File: src/rtl/cpu_trace_pkg.sv
// Shared widths and record packing for the cpu retire-trace capture block.
// Optional macro TRACE_TIMESTAMP_EN prepends a 16-bit cycle timestamp to each record.
package cpu_trace_pkg;

  localparam int PC_W   = 6;
  localparam int DATA_W = 16;
  localparam int TS_W   = 16;
`ifdef TRACE_TIMESTAMP_EN
  localparam int REC_W  = TS_W + PC_W + DATA_W;
`else
  localparam int REC_W  = PC_W + DATA_W;
`endif

  function automatic logic [REC_W-1:0] rec_pack(input logic [TS_W-1:0]   ts,
                                                 input logic [PC_W-1:0]   pc,
                                                 input logic [DATA_W-1:0] data);
`ifdef TRACE_TIMESTAMP_EN
    return {ts, pc, data};
`else
    logic unused_ts;
    unused_ts = ^ts;
    return {pc, data};
`endif
  endfunction

endpackage

File: src/rtl/trace_fifo.sv
// Record FIFO: synchronous-write RAM with registered pointers and an occupancy counter.
// Head is read combinationally; a push and pop on the same edge succeed even when full.
module trace_fifo #(
  parameter int W     = 22,
  parameter int DEPTH = 8
) (
  input  logic                     clk,
  input  logic                     reset,
  input  logic                     push,
  input  logic [W-1:0]             din,
  input  logic                     pop,
  output logic [W-1:0]             dout,
  output logic                     full,
  output logic                     empty,
  output logic [$clog2(DEPTH):0]   level
);

  localparam int AW    = $clog2(DEPTH);
  localparam int LVL_W = AW + 1;

  logic [W-1:0]     mem_q [DEPTH];
  logic [AW-1:0]    wr_q, wr_d;
  logic [AW-1:0]    rd_q, rd_d;
  logic [LVL_W-1:0] cnt_q, cnt_d;
  logic             do_push, do_pop;

  assign full    = (cnt_q == LVL_W'(DEPTH));
  assign empty   = (cnt_q == '0);
  assign do_pop  = pop & ~empty;
  assign do_push = push & (~full | do_pop);
  assign level   = cnt_q;
  // Empty FIFO presents zeros rather than stale RAM contents.
  assign dout    = empty ? '0 : mem_q[rd_q];

  always_comb begin
    wr_d  = wr_q;
    rd_d  = rd_q;
    cnt_d = cnt_q;
    if (do_push) wr_d = wr_q + AW'(1);
    if (do_pop)  rd_d = rd_q + AW'(1);
    case ({do_push, do_pop})
      2'b10:   cnt_d = cnt_q + LVL_W'(1);
      2'b01:   cnt_d = cnt_q - LVL_W'(1);
      default: cnt_d = cnt_q;
    endcase
  end

  always_ff @(posedge clk) begin
    if (do_push) mem_q[wr_q] <= din;
  end

  always_ff @(posedge clk) begin
    if (!reset) begin
      wr_q  <= '0;
      rd_q  <= '0;
      cnt_q <= '0;
    end else begin
      wr_q  <= wr_d;
      rd_q  <= rd_d;
      cnt_q <= cnt_d;
    end
  end

endmodule

File: src/rtl/cpu_trace_capture.sv
// Captures one {pc, out} record per PC change into a FIFO drained over valid/ready; counts overflow drops.
// Optional macro TRACE_TIMESTAMP_EN adds a free-running 16-bit cycle timestamp to each record.
module cpu_trace_capture
  import cpu_trace_pkg::*;
#(
  parameter int DEPTH  = 8,
  parameter int DROP_W = 8
) (
  input  logic                   clk,
  input  logic                   reset,
  input  logic                   cap_en,
  input  logic [DATA_W-1:0]      cpu_out,
  input  logic [PC_W-1:0]        cpu_pc,
  output logic [REC_W-1:0]       m_data,
  output logic                   m_valid,
  input  logic                   m_ready,
  output logic [$clog2(DEPTH):0] level,
  output logic                   overflow,
  output logic [DROP_W-1:0]      drop_cnt,
  input  logic                   clr_drops
);

  logic [PC_W-1:0]   last_pc_q, last_pc_d;
  logic              prime_q, prime_d;
  logic              ovf_q, ovf_d;
  logic [DROP_W-1:0] drop_q, drop_d;
  logic              cap, pop, drop;
  logic              fifo_full, fifo_empty;
  logic [REC_W-1:0]  rec;
  logic [TS_W-1:0]   ts_val;

`ifdef TRACE_TIMESTAMP_EN
  logic [TS_W-1:0] ts_q;
  always_ff @(posedge clk) begin
    if (!reset) ts_q <= '0;
    else        ts_q <= ts_q + TS_W'(1);
  end
  assign ts_val = ts_q;
`else
  assign ts_val = '0;
`endif

  assign rec      = rec_pack(ts_val, cpu_pc, cpu_out);
  assign m_valid  = ~fifo_empty;
  assign pop      = m_valid & m_ready;
  assign drop     = cap & fifo_full & ~pop;
  assign overflow = ovf_q;
  assign drop_cnt = drop_q;

  // cpu_pc is only compared while enabled, so an undriven bus cannot leak into state.
  always_comb begin
    cap       = 1'b0;
    last_pc_d = last_pc_q;
    prime_d   = prime_q;
    if (!cap_en) begin
      prime_d = 1'b1;
    end else begin
      cap = prime_q | (cpu_pc != last_pc_q);
      if (cap) begin
        last_pc_d = cpu_pc;
        prime_d   = 1'b0;
      end
    end
  end

  always_comb begin
    ovf_d  = ovf_q;
    drop_d = drop_q;
    if (clr_drops) begin
      ovf_d  = drop;
      drop_d = drop ? DROP_W'(1) : '0;
    end else if (drop) begin
      ovf_d = 1'b1;
      if (drop_q != '1) drop_d = drop_q + DROP_W'(1);
    end
  end

  always_ff @(posedge clk) begin
    if (!reset) begin
      last_pc_q <= '0;
      prime_q   <= 1'b1;
      ovf_q     <= 1'b0;
      drop_q    <= '0;
    end else begin
      last_pc_q <= last_pc_d;
      prime_q   <= prime_d;
      ovf_q     <= ovf_d;
      drop_q    <= drop_d;
    end
  end

  trace_fifo #(.W(REC_W), .DEPTH(DEPTH)) u_fifo (
    .clk   (clk),
    .reset (reset),
    .push  (cap),
    .din   (rec),
    .pop   (pop),
    .dout  (m_data),
    .full  (fifo_full),
    .empty (fifo_empty),
    .level (level)
  );

endmodule
File: config.mk
export PLATFORM = sky130hd
export DESIGN_NAME = cpu_trace_capture
export DESIGN_NICKNAME = d
export VERILOG_FILES = /design/src/rtl/cpu_trace_pkg.sv /design/src/rtl/trace_fifo.sv /design/src/rtl/cpu_trace_capture.sv
export SDC_FILE = /design/constraint.sdc
export NUM_CORES = 1
export LEC_CHECK = 0
export ABC_AREA = 0
export CAP_MARGIN = 40
export CORE_UTILIZATION = 30
export DETAILED_ROUTE_END_ITERATION = 7
export MAX_ROUTING_LAYER = met4
export SETUP_SLACK_MARGIN = 0.02
export SYNTH_ARGS = -nofsm -noshare
export SYNTH_HDL_FRONTEND = slang
export SYNTH_SLANG_ARGS = --single-unit
File: constraint.sdc
create_clock -name clk -period 4.3 [get_ports clk]
set_input_delay 0.43 -clock clk [delete_from_list [all_inputs] [get_ports clk]]
set_output_delay 0.43 -clock clk [all_outputs]
set_load 0.05 [all_outputs]
==> reports/results.ini, run 1 <==
[run_status]
status=finished clean

[clocking]
cts-buffers-inserted=21
path_clk_slew_ns=0.06
cts_tree=built
cts_root_buf=clkbuf_16
clock_sinks=205
longest_clk_path_bufs=3
postCtsHoldBufs=0
htree_levels=1
post_cts.repair.setup_buffers=0
ctsResizeCount=0
clk_latency_ns=0.49

[sta]
finalMaxSlewViolations=0
hold_slack_ns=0.4900
fmaxAchievable_mhz=306.4
slew_of_the_pin_with_the_lowest_slew_margin_ns=0.8080
finalCritPeriodShare=0.7589
setup_total_negative_slack_ns=0
slew-limit-headroom=0.4596
setup_viol=0
rsz0062_at_grt=no
hold_viol_final=0
finClkSkew_ns=0.008363
timing.final.crit_period_ns=3.263

[synth]
synth-warning-count=0
synthesis.instances=445
synth_most_common_cell=edfxtp_1
netlist_top_cells_area=edfxtp_1 (65%), mux4_2 (12%), dfxtp_1 (7.1%), mux2i_1 (3.9%), nor2_1 (1.3%)
syn_avg_cell_area_um2=18.30
synth.ff_latch_count=205
yosys-top-cells-count=edfxtp_1 (176), mux4_2 (44), mux2i_1 (32)
netlist.area_leader.share=0.6489
synth.largest_area_cell=edfxtp_1
synth_nets=478
yosys.cell_types.count=37
synth-seq-area-share=0.7202
syn_area_um2=8144
synth_flop_cell=edfxtp_1
async_reset_ff_frac=0
synth_enable_flop_cells=176

[routing]
initialDrtViolationCount=317
antenna_violating_nets_post_route=0
detail_route.wl_per_cell_um=19.10
routed_wirelength_mm=16.64
avgViaCountPerCell=4.809
dr.pass1.iters=4
drc=0
route.vias.total=4189

[floorplan]
pin_count=63
rows=59
die_area_um2=27810
core-area_um2=26350
floorplan.die.width_um=166.8
start_util=0.3090
dieHeight_um=166.8

[layout]
finalNonFillerCells=871
final_nets=556
areaGrowthSynthToFinish_pct=21.54
fin_area_um2=9898
drive_gt1_frac=0.1963
filler_cells_inserted=2395

[critical_path]
endpoint_arrival_time_on_the_critical_path_ns=2.83
setup.worst_path.start_class=register
critPathMaxFanout=22
timing.setup.critical_path_class=reg -> out
r2r_start=u_fifo.level[1]
setup.worst_path.end_class=output pin
critPathRequiredTime_ns=3.87

[global_route]
grt_antenna_before_repair=0
globalRoute.totalOverflow=0
wire_length_of_the_first_global_routing_pass_mm=26.26
first_global_vias=4630
pin_count_of_the_biggest_net_entering_global_routing=28
global_route.usage.total=0.1265

[placement]
placed_cells=835
dp_hpwl_mm=9.678
dpl-instance-area_um2=9253
port_buffers=62
routabilityCongestion=0.7497

[power_and_ir_drop]
power_density_nw_per_um2=591.0
leakage_nw=3.150
ir_drop_uv=266.2

[min_path]
min-delay-start=drop_cnt[6]
min_path_type=reg -> reg

[run]
cap_violations=0

-- where the power goes --
group	total, mW	internal (mW)	switching, mW
combinational	1.81	0.676	1.14
sequential	2.31	2.26	0.0576
clock	1.72	1.01	0.709
-- path summary, 6_finish.rpt --
kind	cells past startpoint	slack (ns)	to
max	5	1.04	m_data[17]
min	2	0.49	drop_cnt[6]
max reg2reg	13	1.27	u_fifo.level[2]
min reg2reg	2	0.49	drop_cnt[6]
-- cell usage in the layout (no fill, tap or decap), types with 4 or more instances in the layout --
cell	count
o21ai_0	7
and3_1	4
a21boi_0	4
ha_1	6
clkdlybuf4s50_1	62
clkbuf_16	21
a31oi_1	4
xor2_1	9
mux2i_1	32
buf_4	15
nand2_1	17
nor2b_1	8
and2_1	9
mux4_2	44
edfxtp_1	176
clkbuf_1	4
dfxtp_1	27
a31o_2	4
nor2_1	26
nand2b_1	7
-- state kept, by name, indices dropped and copies added (netlist names), named ones only --
name,cells
u_fifo.wr_q,3
overflow,1
u_fifo.mem_q,176
drop_cnt,8
u_fifo.level,4
prime_q,1
u_fifo.rd_q,3
last_pc_q,6
-- worst max-delay path, stage by stage (launching register included) --
cell	delay (ns)
dfxtp_2	0.51
buf_4	0.40
mux4_2	0.26
mux2i_1	0.07
nor2_1	0.23
clkdlybuf4s50_1	0.86
-- metal layers --
metal | routed length (µm) | track usage | part of all wire
met5 | 0 | - | 0
met4 | 291 | 0.02858 | 0.017
met3 | 737 | 0.02139 | 0.044
met2 | 8334 | 0.2152 | 0.50
met1 | 7274 | 0.1576 | 0.44
-- layout make-up --
cell class                 instances  area, µm²  area share
tap                              335      419.2     0.04235
clock inverter                    10      102.6     0.01037
clock buffer                      25      540.5     0.05461
multi-input combinational        216       2225      0.2248
timing repair buffer              77      733.2     0.07407
sequential                       205       5868      0.5928
inverter                           2      7.507   0.0007584
antenna                            1      2.502   0.0002528
-- cells by family after synthesis --
kind of cell,Yosys count,share of synthesized area
flip-flops,205,0.7202
AO/OA/AOI/OAI,25,0.02212
adder cells (fa/ha/maj),6,0.009218
XOR/XNOR,12,0.01291
AND/OR/NAND/NOR,97,0.06253
multiplexers,76,0.1610
buffers and inverters,24,0.01198
-- through the flow --
stage	setup slack, ns	util	power (mW)
floorplan	0.1276	-	3.600
global placement	0.9238	0.3511	4.179
detailed placement	0.7220	0.3511	4.210
CTS	0.9415	0.3755	5.943
global route	0.8179	0.3755	6.099
finish	1.037	0.3756	5.850
(Power assumes the default switching activity.)
==> run 2: changes to the inputs <==
- clock period: 4.3 -> 2.7 ns (I/O delays scaled with it)
==> run 2 against run 1 <==
Compared with the run above: via count increased by 2.8%; largest cell class unchanged; sequential power increased by 60%; sequential cell count unchanged.
==> reports/results.ini, run 2 (synthesized netlist as in run 1, its figures left out) <==
[placement]
routabilityCongestion=0.7907  ; +5.5%
port_buffers=62  ; unchanged
placed_cells=857  ; +2.6%
detailedPlace.worstSlack_ns=-0.2402  ; -0.9623 ns
dp_hpwl_mm=10.58  ; +9.3%

[layout]
n_antenna_cell=0  ; -1
filler_cells_inserted=2414  ; +0.79%
multiInputGateArea_um2=2260  ; +1.6%
total_area_of_sequential_cells_um2=5873  ; about the same
finalNonFillerCells=897  ; +3.0%
layout.cells.most_common_list=edfxtp_1 (176), buf_4 (52), mux4_2 (44), clkdlybuf4s50_1 (39), mux2i_1 (32)
largest_register_ffs=176  ; unchanged
drive_gt1_frac=0.2829  ; +0.08666
areaGrowthSynthToFinish_pct=25.00
max_flop_register=u_fifo.mem_q
final_nets=579  ; +4.1%
final_common_cell=edfxtp_1

[critical_path]
r2r-end=u_fifo.level[2]
critPathRequiredTime_ns=3.12  ; -0.75 ns
crit_path_start=u_fifo.level[1]
crit_end=u_fifo.level[2]
worst-r2r-cell-count=12  ; -1
critPathMaxFanout=8  ; -64%
timing.setup.critical_path_class=reg -> reg
setup.worst_path.end_class=register
endpoint_arrival_time_on_the_critical_path_ns=2.98  ; +0.15 ns
rrSetupSlack_ns=0.13  ; -1.14 ns
setup.worst_path.start_class=register
r2r_start=u_fifo.level[1]

[power_and_ir_drop]
power_density_nw_per_um2=882.3  ; +49%
power.internal_mw=6.145  ; +56%
power.clock.fraction=0.314  ; +0.020
leakage_nw=3.343  ; +6.1%
netSwitchingPower_mw=2.837  ; +49%
p_comb_frac=0.276  ; -0.034
ir_drop_uv=416.2  ; +56%
power.switching_fraction=0.3159  ; -0.009733
seqPwrFrac=0.411  ; +0.016

[routing]
avgViaCountPerCell=4.799  ; -0.21%
dr.pass1.iters=4  ; unchanged
route.vias.total=4305  ; +2.8%
initialDrtViolationCount=258  ; -19%
detail_route.wl_per_cell_um=19.01  ; -0.46%
routed_wirelength_mm=17.06  ; +2.5%
antenna_violating_nets_post_route=0  ; unchanged
drc=0  ; unchanged

[clocking]
path_clk_slew_ns=0.06  ; about the same
clock_sinks=205  ; unchanged
postCtsHoldBufs=0  ; unchanged
longest_clk_path_bufs=3  ; unchanged
htree_levels=1  ; unchanged
cts-buffers-inserted=22  ; +4.8%
clk_latency_ns=0.50  ; about the same
cts_tree=built
cts_root_buf=clkbuf_16

[global_route]
grt_antenna_before_repair=0  ; unchanged
first_global_vias=4592  ; -0.82%
pin_count_of_the_biggest_net_entering_global_routing=45  ; +61%
globalRoute.totalOverflow=0  ; unchanged
global_route.usage.total=0.1282  ; +0.001724
wire_length_of_the_first_global_routing_pass_mm=26.34  ; +0.32%

[sta]
fmaxAchievable_mhz=389.8
finalCritPeriodShare=0.9500
setup_slack_ns=0.1349  ; -0.9018 ns
slew_of_the_pin_with_the_lowest_slew_margin_ns=0.5112  ; -0.2968 ns
hold_viol_final=0  ; unchanged
setup_viol=0  ; unchanged
slew-limit-headroom=0.6581  ; +0.1985
timing.final.crit_period_ns=2.565
rsz0062_at_grt=no
finClkSkew_ns=0.01113  ; +0.002764 ns
finalMaxSlewViolations=0  ; unchanged

[floorplan]
rows=59  ; unchanged
die_area_um2=27810  ; unchanged
dieHeight_um=166.8  ; unchanged
floorplan.die.width_um=166.8  ; unchanged
pin_count=63  ; unchanged
start_util=0.3090  ; unchanged
core-area_um2=26350  ; unchanged

[run]
cap_violations=0  ; unchanged

[run_status]
status=finished clean

[min_path]
min_path_type=in -> reg

run 2: worst min path at each step:
stage | endpoint | cells past startpoint | start | slack (ns)
6_report | prime_q | 3 | cap_en | 0.45
5_1_grt | prime_q | 3 | cap_en | 0.45
4_1_cts | prime_q | 3 | cap_en | 0.44
3_5_place_dp | drop_cnt[6] | 2 | drop_cnt[6] | 0.49
3_3_place_gp | drop_cnt[6] | 2 | drop_cnt[6] | 0.47
2_1_floorplan | u_fifo.mem_q[0][0] | 0 | cpu_out[0] | 0.37
run 2: metrics by stage:
step | power [mW] | setup TNS (ns) | utilization | hold slack, ns | area, µm²
2_1_floorplan | 5.751 | -60.77 | - | 0.3689 | 8170
3_3_place_gp | 6.228 | -0.1433 | 0.3602 | 0.4718 | 9492
3_5_place_dp | 6.276 | -0.4094 | 0.3602 | 0.4863 | 9492
4_1_cts | 9.098 | 0 | 0.3859 | 0.4384 | 10170
5_1_grt | 9.337 | 0 | 0.3863 | 0.4465 | 10180
6_report | 8.982 | 0 | 0.3863 | 0.4516 | 10180
run 2: repair_timing:
item	4_1_cts	5_1_grt
buffers inserted	0	0
gates resized for setup	0	2
setup endpoints to repair	0	1
run 2: layout make-up:
cell class | instances | share of cell area
well taps | 335 | 0.04117
inverters | 2 | 0.0007375
clock buffers | 28 | 0.05838
flip-flops and latches | 205 | 0.5769
repair buffers | 99 | 0.09243
multi-input cells | 216 | 0.2220
clock inverters | 12 | 0.008358
run 2: critical path, stage by stage (launching register included):
cell and delay [ns]:
dfxtp_2 0.36, or3_4 0.41, nor2_2 0.13, inv_2 0.06, nand2_1 0.11, inv_1 0.09
ha_1 0.23, xor2_1 0.15, ha_1 0.19, a21oi_1 0.18, xor2_1 0.10, or3_1 0.31
a21boi_0 0.17
run 2: metal layers:
layer  vias to the layer above  wire, µm  global-route usage
li1                       1963         -                   -
met1                      2225      7776              0.1625
met2                        90      8360              0.2128
met3                        27       568             0.02234
met4                         0       350             0.03261
met5                         -         0                   -
run 2: power by group through the flow:
stage / logic (mW) / registers [mW] / clock network (mW)
detailed placement: 2.52 / 3.76 / 0
global route: 2.62 / 3.70 / 3.01
finish: 2.47 / 3.69 / 2.82
global placement: 2.48 / 3.75 / 0
CTS: 2.53 / 3.69 / 2.88
floorplan: 1.95 / 3.81 / 0
